<file path="src/rtl/pipeline_hazard_ctrl_if.sv">
// Pipeline-side signal bundle for the hazard controller.
// master = pipeline datapath, slave = pipeline_hazard_ctrl.
`timescale 1ns/1ps
interface pipeline_hazard_ctrl_if #(
    parameter int unsigned REG_ADDR_W = 5,
    parameter int unsigned CNT_W      = 16
);
    logic [REG_ADDR_W-1:0] id_rs1;
    logic [REG_ADDR_W-1:0] id_rs2;
    logic                  id_rs1_used;
    logic                  id_rs2_used;
    logic [REG_ADDR_W-1:0] ex_rs1;
    logic [REG_ADDR_W-1:0] ex_rs2;
    logic [REG_ADDR_W-1:0] ex_rd;
    logic                  ex_memRead;
    logic [REG_ADDR_W-1:0] mem_rd;
    logic                  mem_writeEnable;
    logic [REG_ADDR_W-1:0] wb_rd;
    logic                  wb_writeEnable;
    logic                  branch_taken;
    logic                  imem_busywait;
    logic                  dmem_busywait;

    logic                  pc_hold;
    logic                  pr1_hold;
    logic                  pr2_hold;
    logic                  pr3_hold;
    logic                  pr1_flush;
    logic                  pr2_flush;
    logic                  pr4_bubble;
    logic [1:0]            fwd_a_sel;
    logic [1:0]            fwd_b_sel;
    logic [1:0]            state;
    logic [CNT_W-1:0]      stall_cnt;
    logic [CNT_W-1:0]      freeze_cnt;
    logic [CNT_W-1:0]      flush_cnt;

    modport master (
        output id_rs1, id_rs2, id_rs1_used, id_rs2_used,
        output ex_rs1, ex_rs2, ex_rd, ex_memRead,
        output mem_rd, mem_writeEnable, wb_rd, wb_writeEnable,
        output branch_taken, imem_busywait, dmem_busywait,
        input  pc_hold, pr1_hold, pr2_hold, pr3_hold,
        input  pr1_flush, pr2_flush, pr4_bubble,
        input  fwd_a_sel, fwd_b_sel, state,
        input  stall_cnt, freeze_cnt, flush_cnt
    );

    modport slave (
        input  id_rs1, id_rs2, id_rs1_used, id_rs2_used,
        input  ex_rs1, ex_rs2, ex_rd, ex_memRead,
        input  mem_rd, mem_writeEnable, wb_rd, wb_writeEnable,
        input  branch_taken, imem_busywait, dmem_busywait,
        output pc_hold, pr1_hold, pr2_hold, pr3_hold,
        output pr1_flush, pr2_flush, pr4_bubble,
        output fwd_a_sel, fwd_b_sel, state,
        output stall_cnt, freeze_cnt, flush_cnt
    );
endinterface

</file>
<file path="src/rtl/pipeline_hazard_ctrl.sv">
// Stall/flush/forwarding controller for the 5-stage RISC-V pipeline.
// Define HAZARD_PERF_CNT_EN to build the stall/freeze/flush performance counters.
`timescale 1ns/1ps
module pipeline_hazard_ctrl #(
    parameter int unsigned REG_ADDR_W = 5,
    parameter int unsigned CNT_W      = 16
) (
    input  logic                 clock,
    input  logic                 reset,
    pipeline_hazard_ctrl_if.slave bus
);
    localparam logic [1:0] ST_RUN      = 2'b00;
    localparam logic [1:0] ST_FREEZE   = 2'b01;
    localparam logic [1:0] ST_REDIRECT = 2'b10;

    logic [1:0] state_q, state_d;
    logic       redirect_pending_q, redirect_pending_d;
    logic       lu_c;
    logic       pc_hold_c, pr1_hold_c, pr2_hold_c, pr3_hold_c;
    logic       pr1_flush_c, pr2_flush_c, pr4_bubble_c;

    // Nearest producer wins; x0 is never forwarded.
    function automatic logic [1:0] fwd_sel(
        input logic [REG_ADDR_W-1:0] rs,
        input logic [REG_ADDR_W-1:0] mem_rd,
        input logic                  mem_we,
        input logic [REG_ADDR_W-1:0] wb_rd,
        input logic                  wb_we
    );
        if (mem_we && (mem_rd != '0) && (mem_rd == rs)) return 2'b01;
        if (wb_we && (wb_rd != '0) && (wb_rd == rs))    return 2'b10;
        return 2'b00;
    endfunction

    assign lu_c = bus.ex_memRead && (bus.ex_rd != '0) &&
                  ((bus.id_rs1_used && (bus.id_rs1 == bus.ex_rd)) ||
                   (bus.id_rs2_used && (bus.id_rs2 == bus.ex_rd)));

    always_ff @(posedge clock or negedge reset) begin
        if (!reset) begin
            state_q            <= ST_RUN;
            redirect_pending_q <= 1'b0;
        end else begin
            state_q            <= state_d;
            redirect_pending_q <= redirect_pending_d;
        end
    end

    always_comb begin
        state_d            = state_q;
        redirect_pending_d = redirect_pending_q;
        pc_hold_c          = 1'b0;
        pr1_hold_c         = 1'b0;
        pr2_hold_c         = 1'b0;
        pr3_hold_c         = 1'b0;
        pr1_flush_c        = 1'b0;
        pr2_flush_c        = 1'b0;
        pr4_bubble_c       = 1'b0;

        if (bus.dmem_busywait) begin
            // Data-cache freeze dominates everything, in any state.
            pc_hold_c    = 1'b1;
            pr1_hold_c   = 1'b1;
            pr2_hold_c   = 1'b1;
            pr3_hold_c   = 1'b1;
            pr4_bubble_c = 1'b1;
            state_d      = ST_FREEZE;
            if (state_q == ST_REDIRECT) redirect_pending_d = 1'b1;
        end else if (state_q == ST_REDIRECT) begin
            // Keep squashing the wrong-path fetch until the I-cache releases it.
            pr1_flush_c = 1'b1;
            pc_hold_c   = bus.imem_busywait;
            if (bus.branch_taken) begin
                pr2_flush_c = 1'b1;
            end else if (!bus.imem_busywait) begin
                state_d = ST_RUN;
            end
        end else begin
            state_d = ST_RUN;
            if (state_q == ST_FREEZE) begin
                redirect_pending_d = 1'b0;
                if (redirect_pending_q) state_d = ST_REDIRECT;
            end
            if (bus.branch_taken) begin
                pr1_flush_c = 1'b1;
                pr2_flush_c = 1'b1;
                if (bus.imem_busywait) state_d = ST_REDIRECT;
            end else if (lu_c) begin
                pc_hold_c   = 1'b1;
                pr1_hold_c  = 1'b1;
                pr2_flush_c = 1'b1;
            end else if (bus.imem_busywait) begin
                pc_hold_c   = 1'b1;
                pr1_flush_c = 1'b1;
            end
        end
    end

    // Flush beats hold on the same register; reset forces a clean pipe.
    always_comb begin
        bus.pc_hold    = pc_hold_c;
        bus.pr1_hold   = pr1_hold_c & ~pr1_flush_c;
        bus.pr2_hold   = pr2_hold_c & ~pr2_flush_c;
        bus.pr3_hold   = pr3_hold_c;
        bus.pr1_flush  = pr1_flush_c;
        bus.pr2_flush  = pr2_flush_c;
        bus.pr4_bubble = pr4_bubble_c;
        bus.fwd_a_sel  = fwd_sel(bus.ex_rs1, bus.mem_rd, bus.mem_writeEnable,
                                 bus.wb_rd, bus.wb_writeEnable);
        bus.fwd_b_sel  = fwd_sel(bus.ex_rs2, bus.mem_rd, bus.mem_writeEnable,
                                 bus.wb_rd, bus.wb_writeEnable);
        if (!reset) begin
            bus.pc_hold    = 1'b0;
            bus.pr1_hold   = 1'b0;
            bus.pr2_hold   = 1'b0;
            bus.pr3_hold   = 1'b0;
            bus.pr1_flush  = 1'b1;
            bus.pr2_flush  = 1'b1;
            bus.pr4_bubble = 1'b1;
            bus.fwd_a_sel  = 2'b00;
            bus.fwd_b_sel  = 2'b00;
        end
    end

    assign bus.state = state_q;

`ifdef HAZARD_PERF_CNT_EN
    logic [CNT_W-1:0] stall_cnt_q, freeze_cnt_q, flush_cnt_q;
    logic             stall_ev_c;

    // A load-use stall is only issued when the RUN rules are evaluated.
    assign stall_ev_c = lu_c && !bus.dmem_busywait && !bus.branch_taken &&
                        (state_q != ST_REDIRECT);

    always_ff @(posedge clock or negedge reset) begin
        if (!reset) begin
            stall_cnt_q  <= '0;
            freeze_cnt_q <= '0;
            flush_cnt_q  <= '0;
        end else begin
            if (stall_ev_c && (stall_cnt_q != '1))
                stall_cnt_q <= stall_cnt_q + CNT_W'(1);
            if (bus.dmem_busywait && (freeze_cnt_q != '1))
                freeze_cnt_q <= freeze_cnt_q + CNT_W'(1);
            if (bus.branch_taken && !bus.dmem_busywait && (flush_cnt_q != '1))
                flush_cnt_q <= flush_cnt_q + CNT_W'(1);
        end
    end

    assign bus.stall_cnt  = stall_cnt_q;
    assign bus.freeze_cnt = freeze_cnt_q;
    assign bus.flush_cnt  = flush_cnt_q;
`else
    assign bus.stall_cnt  = CNT_W'(0);
    assign bus.freeze_cnt = CNT_W'(0);
    assign bus.flush_cnt  = CNT_W'(0);
`endif

endmodule

</file>
<file path="src/flat_wrapper.sv">
// flat-port wrapper written by rule: the top's interface ports become plain ports
module pipeline_hazard_ctrl_flat 
#(
    parameter int unsigned REG_ADDR_W = 5,
    parameter int unsigned CNT_W      = 16
)
  (clock, reset, bus_id_rs1, bus_id_rs2, bus_id_rs1_used, bus_id_rs2_used, bus_ex_rs1, bus_ex_rs2, bus_ex_rd, bus_ex_memRead, bus_mem_rd, bus_mem_writeEnable, bus_wb_rd, bus_wb_writeEnable, bus_branch_taken, bus_imem_busywait, bus_dmem_busywait, bus_pc_hold, bus_pr1_hold, bus_pr2_hold, bus_pr3_hold, bus_pr1_flush, bus_pr2_flush, bus_pr4_bubble, bus_fwd_a_sel, bus_fwd_b_sel, bus_state, bus_stall_cnt, bus_freeze_cnt, bus_flush_cnt);
  pipeline_hazard_ctrl_if #(.REG_ADDR_W(REG_ADDR_W), .CNT_W(CNT_W)) bus_i ();
  input  logic clock;
  input  logic reset;
  input wire logic [$bits(bus_i.id_rs1)-1:0] bus_id_rs1;
  input wire logic [$bits(bus_i.id_rs2)-1:0] bus_id_rs2;
  input wire logic [$bits(bus_i.id_rs1_used)-1:0] bus_id_rs1_used;
  input wire logic [$bits(bus_i.id_rs2_used)-1:0] bus_id_rs2_used;
  input wire logic [$bits(bus_i.ex_rs1)-1:0] bus_ex_rs1;
  input wire logic [$bits(bus_i.ex_rs2)-1:0] bus_ex_rs2;
  input wire logic [$bits(bus_i.ex_rd)-1:0] bus_ex_rd;
  input wire logic [$bits(bus_i.ex_memRead)-1:0] bus_ex_memRead;
  input wire logic [$bits(bus_i.mem_rd)-1:0] bus_mem_rd;
  input wire logic [$bits(bus_i.mem_writeEnable)-1:0] bus_mem_writeEnable;
  input wire logic [$bits(bus_i.wb_rd)-1:0] bus_wb_rd;
  input wire logic [$bits(bus_i.wb_writeEnable)-1:0] bus_wb_writeEnable;
  input wire logic [$bits(bus_i.branch_taken)-1:0] bus_branch_taken;
  input wire logic [$bits(bus_i.imem_busywait)-1:0] bus_imem_busywait;
  input wire logic [$bits(bus_i.dmem_busywait)-1:0] bus_dmem_busywait;
  output wire logic [$bits(bus_i.pc_hold)-1:0] bus_pc_hold;
  output wire logic [$bits(bus_i.pr1_hold)-1:0] bus_pr1_hold;
  output wire logic [$bits(bus_i.pr2_hold)-1:0] bus_pr2_hold;
  output wire logic [$bits(bus_i.pr3_hold)-1:0] bus_pr3_hold;
  output wire logic [$bits(bus_i.pr1_flush)-1:0] bus_pr1_flush;
  output wire logic [$bits(bus_i.pr2_flush)-1:0] bus_pr2_flush;
  output wire logic [$bits(bus_i.pr4_bubble)-1:0] bus_pr4_bubble;
  output wire logic [$bits(bus_i.fwd_a_sel)-1:0] bus_fwd_a_sel;
  output wire logic [$bits(bus_i.fwd_b_sel)-1:0] bus_fwd_b_sel;
  output wire logic [$bits(bus_i.state)-1:0] bus_state;
  output wire logic [$bits(bus_i.stall_cnt)-1:0] bus_stall_cnt;
  output wire logic [$bits(bus_i.freeze_cnt)-1:0] bus_freeze_cnt;
  output wire logic [$bits(bus_i.flush_cnt)-1:0] bus_flush_cnt;
  assign bus_i.id_rs1 = bus_id_rs1;
  assign bus_i.id_rs2 = bus_id_rs2;
  assign bus_i.id_rs1_used = bus_id_rs1_used;
  assign bus_i.id_rs2_used = bus_id_rs2_used;
  assign bus_i.ex_rs1 = bus_ex_rs1;
  assign bus_i.ex_rs2 = bus_ex_rs2;
  assign bus_i.ex_rd = bus_ex_rd;
  assign bus_i.ex_memRead = bus_ex_memRead;
  assign bus_i.mem_rd = bus_mem_rd;
  assign bus_i.mem_writeEnable = bus_mem_writeEnable;
  assign bus_i.wb_rd = bus_wb_rd;
  assign bus_i.wb_writeEnable = bus_wb_writeEnable;
  assign bus_i.branch_taken = bus_branch_taken;
  assign bus_i.imem_busywait = bus_imem_busywait;
  assign bus_i.dmem_busywait = bus_dmem_busywait;
  assign bus_pc_hold = bus_i.pc_hold;
  assign bus_pr1_hold = bus_i.pr1_hold;
  assign bus_pr2_hold = bus_i.pr2_hold;
  assign bus_pr3_hold = bus_i.pr3_hold;
  assign bus_pr1_flush = bus_i.pr1_flush;
  assign bus_pr2_flush = bus_i.pr2_flush;
  assign bus_pr4_bubble = bus_i.pr4_bubble;
  assign bus_fwd_a_sel = bus_i.fwd_a_sel;
  assign bus_fwd_b_sel = bus_i.fwd_b_sel;
  assign bus_state = bus_i.state;
  assign bus_stall_cnt = bus_i.stall_cnt;
  assign bus_freeze_cnt = bus_i.freeze_cnt;
  assign bus_flush_cnt = bus_i.flush_cnt;
  pipeline_hazard_ctrl #(.REG_ADDR_W(REG_ADDR_W), .CNT_W(CNT_W)) u_core (.clock(clock), .reset(reset), .bus(bus_i));
endmodule
</file>
<file path="config.mk">
export PLATFORM = sky130hd
export DESIGN_NAME = pipeline_hazard_ctrl_flat
export DESIGN_NICKNAME = d
export VERILOG_FILES = /design/src/rtl/pipeline_hazard_ctrl_if.sv /design/src/rtl/pipeline_hazard_ctrl.sv /design/src/flat_wrapper.sv
export SDC_FILE = /design/constraint.sdc
export NUM_CORES = 1
export LEC_CHECK = 0
export CAP_MARGIN = 20
export CORE_ASPECT_RATIO = 0.5
export CORE_MARGIN = 3
export CORE_UTILIZATION = 29
export DETAILED_ROUTE_END_ITERATION = 10
export PLACE_DENSITY = 0.81
export SETUP_SLACK_MARGIN = 0.02
export SYNTH_ARGS = -nofsm -noshare
export SYNTH_HDL_FRONTEND = slang
export SYNTH_SLANG_ARGS = --single-unit
</file>
<file path="constraint.sdc">
create_clock -name clock -period 1.9 [get_ports clock]
set_clock_uncertainty 0.1 [all_clocks]
set_input_delay 0.38 -clock clock [delete_from_list [all_inputs] [get_ports clock]]
set_output_delay 0.38 -clock clock [all_outputs]
set_load 0.1 [all_outputs]
</file>
# --- Word-level counts from Yosys, hierarchy flattened ---
# Index checks and enable logic that the tools add are counted.
totals:
  ff_bits: 3
  inputBits: 45
classes:
  n_eq_ne: 12
  muxes: 53
  reduce_logical: 17
  bitwise_logic: 4
ops:
  columns: ["op", "n"]
  rows:
  - ["$mux W2", 18]
  - ["$mux W1", 35]
  - ["$eq A5 B5 Y1", 6]
  - ["$reduce_bool A5 Y1", 3]
  - ["$logic_and A1 B1 Y1", 10]
  - ["$ne A3 B3 Y1 const B", 2]
  - ["$reduce_and A3 Y1", 1]
  - ["$and A1 B1 Y1", 2]
  - ["$eq A2 B1 Y1 const B", 1]
  - ["$eq A2 B2 Y1 const B", 1]
  - ["$ne A2 B1 Y1 const B", 1]
  - ["$ne A2 B2 Y1 const B", 1]
  - ["$not A1 Y1", 2]
  - ["$reduce_and A2 Y1", 1]
  - ["$reduce_bool A2 Y1", 1]
  - ["$logic_or A1 B1 Y1", 1]

# --- Depth between registers and ports, before layout ---
# Gate-level depths: netlist of the first run.
logic_depth:
  depth_word: 11
  mapped_depth: 4
  mapped_depth_nobuf: 4

# --- Worst setup path before layout of the first run ---
# No wires, ideal clock.
synth_path:
  kind: "reg-to-output"
  from: "register u_core.state_q[0] (netlist: u_core.bus.state[0])"
  to: "output port bus_pc_hold"
  stages_incl_launch_ff: 5
  slack_ns: -2.257
  arrival_time_ns: 3.677
  cell_sequence: "dfrtp_1 -> nor2b_1 -> nor2b_1 -> o21ai_1 -> o31ai_1"
synth_via:
  elab_chain_cells: 4
synth_lines:
  columns: ["element", "line", "rtl"]
  rows:
  - ["start, declared", "pipeline_hazard_ctrl.sv:16", "logic [1:0] state_q, state_d;"]
  - ["start signal, assigned", "pipeline_hazard_ctrl.sv:44", "state_q <= state_d;"]
  - ["$eq A2 B2 Y1", "pipeline_hazard_ctrl.sv:69", "end else if (state_q == ST_REDIRECT) begin"]
  - ["$mux W1", "pipeline_hazard_ctrl.sv:69", null]
  - ["$mux W1", "pipeline_hazard_ctrl.sv:60", "if (bus.dmem_busywait) begin"]
  - ["$mux W1", "pipeline_hazard_ctrl.sv:112", "if (!reset) begin"]
  - ["end, declared", "flat_wrapper.sv:26", "output wire logic [$bits(bus_i.pc_hold)-1:0] bus_pc_hold;"]
# No other way between the ends.

# --- Final worst setup path of the first run ---
layout_path:
  from: "input port bus_mem_rd[0]"
  to: "output port bus_fwd_a_sel[1]"
layout_via:
  elab_chain_cells: 6
layout_lines:
  columns: ["element", "line", "rtl"]
  rows:
  - ["start, declared", "flat_wrapper.sv:19", "input wire logic [$bits(bus_i.mem_rd)-1:0] bus_mem_rd;"]
  - ["$reduce_bool A5 Y1", "pipeline_hazard_ctrl.sv:30", "if (mem_we && (mem_rd != '0) && (mem_rd == rs)) return 2'b01;"]
  - ["$logic_and A1 B1 Y1", "pipeline_hazard_ctrl.sv:30", null]
  - ["$logic_and A1 B1 Y1 (*)", "pipeline_hazard_ctrl.sv:30", null]
  - ["$mux W1 (*)", "pipeline_hazard_ctrl.sv:30", null]
  - ["$mux W2 (*)", "pipeline_hazard_ctrl.sv:31", "if (wb_we && (wb_rd != '0) && (wb_rd == rs)) return 2'b10;"]
  - ["$mux W2 (*)", "pipeline_hazard_ctrl.sv:112", null]
  - ["end, declared", "flat_wrapper.sv:33", "output wire logic [$bits(bus_i.fwd_a_sel)-1:0] bus_fwd_a_sel;"]
# Every way passes the cells marked *; elsewhere a longest branch is shown, timed or not.

==> flow_metrics.env, run 1 <==
export IMPL_status="finished with violations"
export IMPL_violations="setup timing"
export IMPL_avgSynthCellArea_um2=7.79
export IMPL_root_buffer="clkbuf_8"
export IMPL_crit_buf_inv=3
export IMPL_ys_types=28
export IMPL_slowest_delay_ns=0.50
export IMPL_critPathRequiredTime_ns=1.42
export IMPL_drive_gt1_share_pct=55.4
export IMPL_crit_path_frequent_cell="nor4_4"
export IMPL_synthArstFlopShare_pct=100
export IMPL_synth_area_um2=997
export IMPL_drc=0
export IMPL_firstDrtPassIters=4
export IMPL_area_growth_pct=117
export IMPL_r2r_cells=3
export IMPL_hold_class="primary input to async pin"
export IMPL_num_vias=1146
export IMPL_rows=14
export IMPL_fin_ws_ns=-0.476
export IMPL_synthTopCellsByArea="buf_4 37%, xor2_1 19%, dfrtp_1 7.5%"
export IMPL_start_kind="primary input"
export IMPL_path_cells="buf_6, or4_4, o21ai_2, buf_4, nor4_4, nor4_4, buf_12"
export IMPL_grt_max_degree=10
export IMPL_avgViaCountPerCell=4.34
export IMPL_fin_setup_tns_ns=-2.87
export IMPL_cts_sinks=3
export IMPL_port_buffers=57
export IMPL_fmax_mhz=421
export IMPL_wl_mm=4.38
export IMPL_cts_tree="done"
export IMPL_crit_fanout=3
export IMPL_cts_path_max_buffers=2
export IMPL_drv_slew=0
export IMPL_synth_top_area_cell="buf_4"
export IMPL_cp_top_family="simple AND/OR/NAND/NOR gates"
export IMPL_htree_levels=1
export IMPL_reg2reg_from="u_core.bus.state[0]"
export IMPL_final_antenna_net_count=0
export IMPL_wl_per_cell_um=16.6
export IMPL_post_route_period_util_pct=125
export IMPL_p_per_area_nw_per_um2=567
export IMPL_overflow=0
export IMPL_slowest_stage="or4_4"
export IMPL_rsz0062_at_grt="yes"
export IMPL_grt_pass1_wl_mm=5.93
export IMPL_grt_pass1_vias=1065
export IMPL_fin_nets=270
export IMPL_gp_congestion=0.898
export IMPL_cts_clk_slew_worst_paths_ns=0.03
export IMPL_r2r_slack_ns=0.73
export IMPL_yosys_warnings=0
export IMPL_cap_violations=0
export IMPL_cp_end_kind="primary output"
export IMPL_yosysSeqAreaShare_pct=7.53
export IMPL_finalSetupViolCount=8
export IMPL_syn_inst=128
export IMPL_dr_first_iter_drc_count=64
export IMPL_core_area_um2=3140
export IMPL_dominantRegCellSynth="dfrtp_1"
export IMPL_p_leak_nw=1.03
export IMPL_power_mw=1.23
export IMPL_hold_viol_final=0
export IMPL_reg2reg_to="u_core.bus.state[1]"
export IMPL_synth_edf_count=0
export IMPL_ys_ff_latch=3
export IMPL_antenna_found_initial=0
export IMPL_die_width_um=88.9
export IMPL_synth_top_area_share_pct=36.9
export IMPL_die_h_um=47.5
export IMPL_worstSkewPairLatency_ns=0.22
export IMPL_n_antenna_cell=0
export IMPL_critPathArrivalTime_ns=1.90
export IMPL_cts_buffers=3
export IMPL_cts_hold_buf=0
export IMPL_grt_util_all_layers_pct=19.2
export IMPL_hpwl_mm=2.96
export IMPL_initial_utilization_pct=31.8
export IMPL_worstSetupPathType="primary input to primary output"
export IMPL_ioPinCount=106
export IMPL_timing_final_crit_period_ns=2.38
export IMPL_die_area_um2=4220
export IMPL_peakVddDrop_v=0.000255
power by group:
part	leakage, nW	internal, mW	total (mW)	switching (mW)
logic	0.975	0.251	0.949	0.698
clock network	0.0228	0.144	0.195	0.0516
registers	0.0338	0.0747	0.0812	0.00651
total	1.03	0.470	1.23	0.756
logic make-up after synthesis:
| kind of cell | Yosys count | share of synthesized area (%) |
|---|---|---|
| flops | 3 | 7.53 |
| other cells | 1 | 0.376 |
| xor+xnor | 30 | 26.3 |
| simple gates | 28 | 18.2 |
| buf+inv | 52 | 38.0 |
| compound gates | 14 | 9.54 |
synth_stat cells (2+ instances only):
library cell,n
o31ai_1,3
xor2_1,22
nand2_1,4
dfrtp_1,3
or4_1,5
o21ai_0,4
xnor2_1,8
nor2b_1,2
nand3_1,2
nor4_2,2
nor4_1,4
nand2b_1,3
buf_4,49
and2_2,2
inv_1,2
layout make-up:
| cell class | count | area [µm²] |
|---|---|---|
| fill | 197 | 973 |
| inverter | 2 | 11.3 |
| timing repair buffer | 95 | 935 |
| tap | 40 | 50.0 |
| multi-input combinational | 120 | 1040 |
| sequential | 3 | 82.6 |
| clock buffer | 4 | 45.0 |
repair_timing:
action,4_1_cts,5_1_grt
cloned,0,0
pin swaps,27,21
setup endpoints to repair,11,10
buffers inserted,6,2
gates resized for setup,124,48
sequential cells by signal, indices dropped and copies added, names as in the netlist:
name,cells
u_core.bus.state,2
u_core.redirect_pending_q,1
how the worst max path moves through the flow:
| stage | cells past startpoint | startpoint | to |
|---|---|---|---|
| final | 7 | bus_mem_rd[0] | bus_fwd_a_sel[1] |
| after global routing | 7 | bus_mem_rd[4] | bus_fwd_a_sel[1] |
| after CTS | 7 | bus_mem_rd[2] | bus_fwd_a_sel[1] |
| after detailed placement | 7 | bus_ex_rd[2] | bus_pr2_flush |
| after global placement | 7 | bus_ex_rd[2] | bus_pr2_flush |
| after floorplan | 3 | bus_ex_rs1[2] | bus_fwd_a_sel[1] |
metal layers:
layer | part of all wire (%) | GRT usage, % | wire (µm) | vias to the layer above
met1 | 39 | 25.2 | 1690 | 545
met3 | 8.5 | 2.23 | 372 | 10
met2 | 50 | 34.7 | 2200 | 70
li1 | - | - | - | 521
met5 | 0 | 0 | 0 | -
met4 | 2.6 | 5.34 | 114 | 0
cell usage in the layout, fill, tap and decap left out, types with 2 or more instances in the layout:
| cell | netlist | routed |
|---|---|---|
| and2_4 | 0 | 2 |
| buf_12 | 0 | 13 |
| buf_2 | 0 | 7 |
| buf_4 | 49 | 31 |
| buf_6 | 0 | 18 |
| clkbuf_2 | 0 | 10 |
| clkbuf_8 | 0 | 3 |
| clkdlybuf4s15_1 | 0 | 2 |
| clkdlybuf4s50_1 | 0 | 4 |
| conb_1 | 1 | 48 |
| dfrtp_4 | 0 | 2 |
| dlygate4sd2_1 | 0 | 7 |
| dlymetal6s2s_1 | 0 | 2 |
| nand2_1 | 4 | 3 |
| nand2b_1 | 3 | 2 |
| nand3_2 | 0 | 2 |
| nor2b_4 | 0 | 2 |
| nor4_2 | 2 | 2 |
| nor4_4 | 0 | 4 |
| o21ai_0 | 4 | 3 |
| o21ai_2 | 1 | 2 |
| o31ai_4 | 0 | 3 |
| or4_4 | 0 | 5 |
| xnor2_1 | 8 | 2 |
| xnor2_2 | 0 | 5 |
| xor2_1 | 22 | 17 |
| xor2_2 | 0 | 3 |
| xor2_4 | 0 | 2 |
metrics by stage:
step           setup WS, ns  utilization, %  hold WS (ns)  cell area [µm²]  std cells
2_1_floorplan        -0.755               -       -0.0156             1320        175
3_3_place_gp         -0.810            61.6         0.406             1930        253
3_5_place_dp         -0.869            61.6         0.450             1930        253
4_1_cts              -0.475            67.4         0.200             2110        263
5_1_grt              -0.498            69.0        0.0450             2160        264
6_report             -0.476            69.0        0.0383             2160        264
(Power assumes the default switching activity.)
==> run 2, diff against run 1 <==
--- a/config.mk
+++ b/config.mk
@@ -8,9 +8,9 @@
 export CAP_MARGIN = 20
 export CORE_ASPECT_RATIO = 0.5
 export CORE_MARGIN = 3
-export CORE_UTILIZATION = 29
+export CORE_UTILIZATION = 31
 export DETAILED_ROUTE_END_ITERATION = 10
-export PLACE_DENSITY = 0.81
+export PLACE_DENSITY = 0.86
 export SETUP_SLACK_MARGIN = 0.02
 export SYNTH_ARGS = -nofsm -noshare
 export SYNTH_HDL_FRONTEND = slang
==> constraint.sdc (replaced) <==
create_clock -name clock -period 2.9 [get_ports clock]
set_clock_uncertainty 0.1 [all_clocks]
set_input_delay 0.58 -clock clock [delete_from_list [all_inputs] [get_ports clock]]
set_output_delay 0.58 -clock clock [all_outputs]
set_load 0.1 [all_outputs]
==> run 2 against run 1 <==
  * Power is 40% lower
  * The run now ends clean
  * Sequential power fell by 35%
  * Count of clock-buffer cells in the layout stayed put
  * Largest power group unchanged
==> flow_metrics.env, run 2 (synthesis gave the netlist of run 1 again) <==
export IMPL_die_width_um=86.2
export IMPL_antenna_found_initial=0
export IMPL_n_antenna_cell=0
export IMPL_htree_levels=1
export IMPL_r2r_slack_ns=1.63
export IMPL_cts_hold_buf=0
export IMPL_wl_mm=3.63
export IMPL_p_per_area_nw_per_um2=396
export IMPL_worstSkewPairLatency_ns=0.22
export IMPL_seq_area_um2=77.6
export IMPL_root_buffer="clkbuf_8"
export IMPL_initial_utilization_pct=35.4
export IMPL_num_vias=1066
export IMPL_internal_power_mw=0.269
export IMPL_stdcell_area_um2=1850
export IMPL_rows=13
export IMPL_dpl_cell_area_um2=1740
export IMPL_port_buffers=57
export IMPL_p_leak_nw=0.899
export IMPL_area_growth_pct=85.9
export IMPL_drt_met1_wl_mm=1.33
export IMPL_met2_length_mm=1.90
export IMPL_sw_frac_of_total_pct=63.5
export IMPL_hold_class="primary input to async pin"
export IMPL_reg2reg_from="u_core.bus.state[0]"
export IMPL_highest_layer="met4"
export IMPL_cts_path_max_buffers=2
export IMPL_start_kind="primary input"
export IMPL_drc=0
export IMPL_core_area_um2=2810
export IMPL_die_h_um=46.1
export IMPL_final_cell_mix="48 x conb_1, 23 x buf_4, 22 x xor2_1"
export IMPL_crit_fanout=2
export IMPL_p_comb_share_pct=75.7
export IMPL_largest_reg_flops=2
export IMPL_fin_nets=253
export IMPL_cp_startpoint="bus_ex_rs1[2]"
export IMPL_rsz0062_at_grt="no"
export IMPL_critPathArrivalTime_ns=2.15
export IMPL_post_route_period_util_pct=97.5
export IMPL_cts_clk_slew_worst_paths_ns=0.03
export IMPL_hold_viol_final=0
export IMPL_ioPinCount=106
export IMPL_multi_input_area_um2=856
export IMPL_slowest_stage="or4_4"
export IMPL_cts_buffers=3
export IMPL_die_area_um2=3970
export IMPL_cts_sinks=3
export IMPL_drive_gt1_share_pct=30.9
export IMPL_grt_pass1_wl_mm=5.20
export IMPL_firstDrtPassIters=5
export IMPL_cap_violations=0
export IMPL_r2r_cells=3
export IMPL_dr_first_iter_drc_count=28
export IMPL_peakVddDrop_v=0.000225
export IMPL_slowest_delay_ns=0.45
export IMPL_critPathRequiredTime_ns=2.22
export IMPL_avgViaCountPerCell=4.37
export IMPL_hpwl_mm=2.97
export IMPL_cts_tree="done"
export IMPL_power_mw=0.735
export IMPL_worstSetupPathType="primary input to primary output"
export IMPL_finalSetupViolCount=0
export IMPL_final_antenna_net_count=0
export IMPL_clkPwrFrac_pct=17.1
export IMPL_grt_max_degree=10
export IMPL_power_frac_seq_pct=7.2
export IMPL_timing_final_crit_period_ns=2.83
export IMPL_fmax_mhz=354
export IMPL_layout_commonest_cell="conb_1"
export IMPL_wl_met3_um=248
export IMPL_final_util_pct=65.9
export IMPL_wl_per_cell_um=14.9
export IMPL_switchingPower_mw=0.466
export IMPL_cp_end_kind="primary output"
export IMPL_drv_slew=0
export IMPL_n_fill_cell=208
export IMPL_gp_congestion=0.781
export IMPL_path_cells="clkdlybuf4s50_1, xor2_1, or4_4, nor4_4, buf_12"
export IMPL_fin_setup_tns_ns=0
export IMPL_status="complete, no violations"
export IMPL_grt_pass1_vias=992
export IMPL_reg2reg_to="u_core.bus.state[1]"
export IMPL_grt_util_all_layers_pct=17.5
export IMPL_overflow=0
run 2: per-stage QoR:
step / std cells / worst slack (ns) / hold slack, ns
global route: 244 / 0.00586 / 0.277
finish: 244 / 0.0717 / 0.273
floorplan: 175 / -0.155 / 0.184
detailed placement: 237 / -0.245 / 0.444
CTS: 242 / 0.0119 / 0.454
global placement: 237 / -0.180 / 0.400
run 2: how the worst max path moves through the flow:
stage | cells past startpoint | slack (ns) | endpoint
2_1_floorplan | 3 | -0.16 | bus_fwd_a_sel[1]
3_3_place_gp | 7 | -0.18 | bus_pr2_flush
3_5_place_dp | 7 | -0.25 | bus_pr2_flush
4_1_cts | 6 | 0.01 | bus_fwd_b_sel[1]
5_1_grt | 7 | 0.006 | bus_pc_hold
6_report | 5 | 0.07 | bus_fwd_a_sel[1]
run 2: metal layers:
metal | vias to the layer above | track usage, %
met5 | - | 0
li1 | 492 | -
met1 | 496 | 20.1
met2 | 61 | 33.1
met3 | 17 | 1.61
met4 | 0 | 9.94
run 2: layout make-up:
| type | count | share of cell area, % |
|---|---|---|
| timing repair buffer | 78 | 44.3 |
| tap | 37 | 2.50 |
| sequential | 3 | 4.18 |
| multi-input combinational | 120 | 46.2 |
| inverter | 2 | 0.405 |
| clock buffer | 4 | 2.43 |
run 2: power groups by stage:
stage / sequential [mW] / clock, mW / combinational [mW]
2_1_floorplan: 0.0673 / 0 / 0.439
3_3_place_gp: 0.0522 / 0 / 0.540
3_5_place_dp: 0.0529 / 0 / 0.547
4_1_cts: 0.0524 / 0.123 / 0.550
5_1_grt: 0.0531 / 0.134 / 0.574
6_report: 0.0526 / 0.126 / 0.556
run 2: critical path, delay by kind of cell:
family / cells / cell delay, ns
XOR/XNOR: 1 / 0.17
buffers and inverters: 2 / 0.65
AND/OR/NAND/NOR: 2 / 0.73
run 2: timing repair:
item	CTS	global route
endpoints found under the setup margin	8	7
setup buffers	1	2
cloned	0	0
pin swaps	14	15
gates resized for setup	36	19
==> run 3, diff against run 2 <==
--- a/config.mk
+++ b/config.mk
@@ -12,6 +12,7 @@
 export DETAILED_ROUTE_END_ITERATION = 10
 export PLACE_DENSITY = 0.86
 export SETUP_SLACK_MARGIN = 0.02
+export SLEW_MARGIN = 10
 export SYNTH_ARGS = -nofsm -noshare
 export SYNTH_HDL_FRONTEND = slang
 export SYNTH_SLANG_ARGS = --single-unit
==> results of run 3 <==
The final DEF is identical to that of run 2; final timing and power are the same.
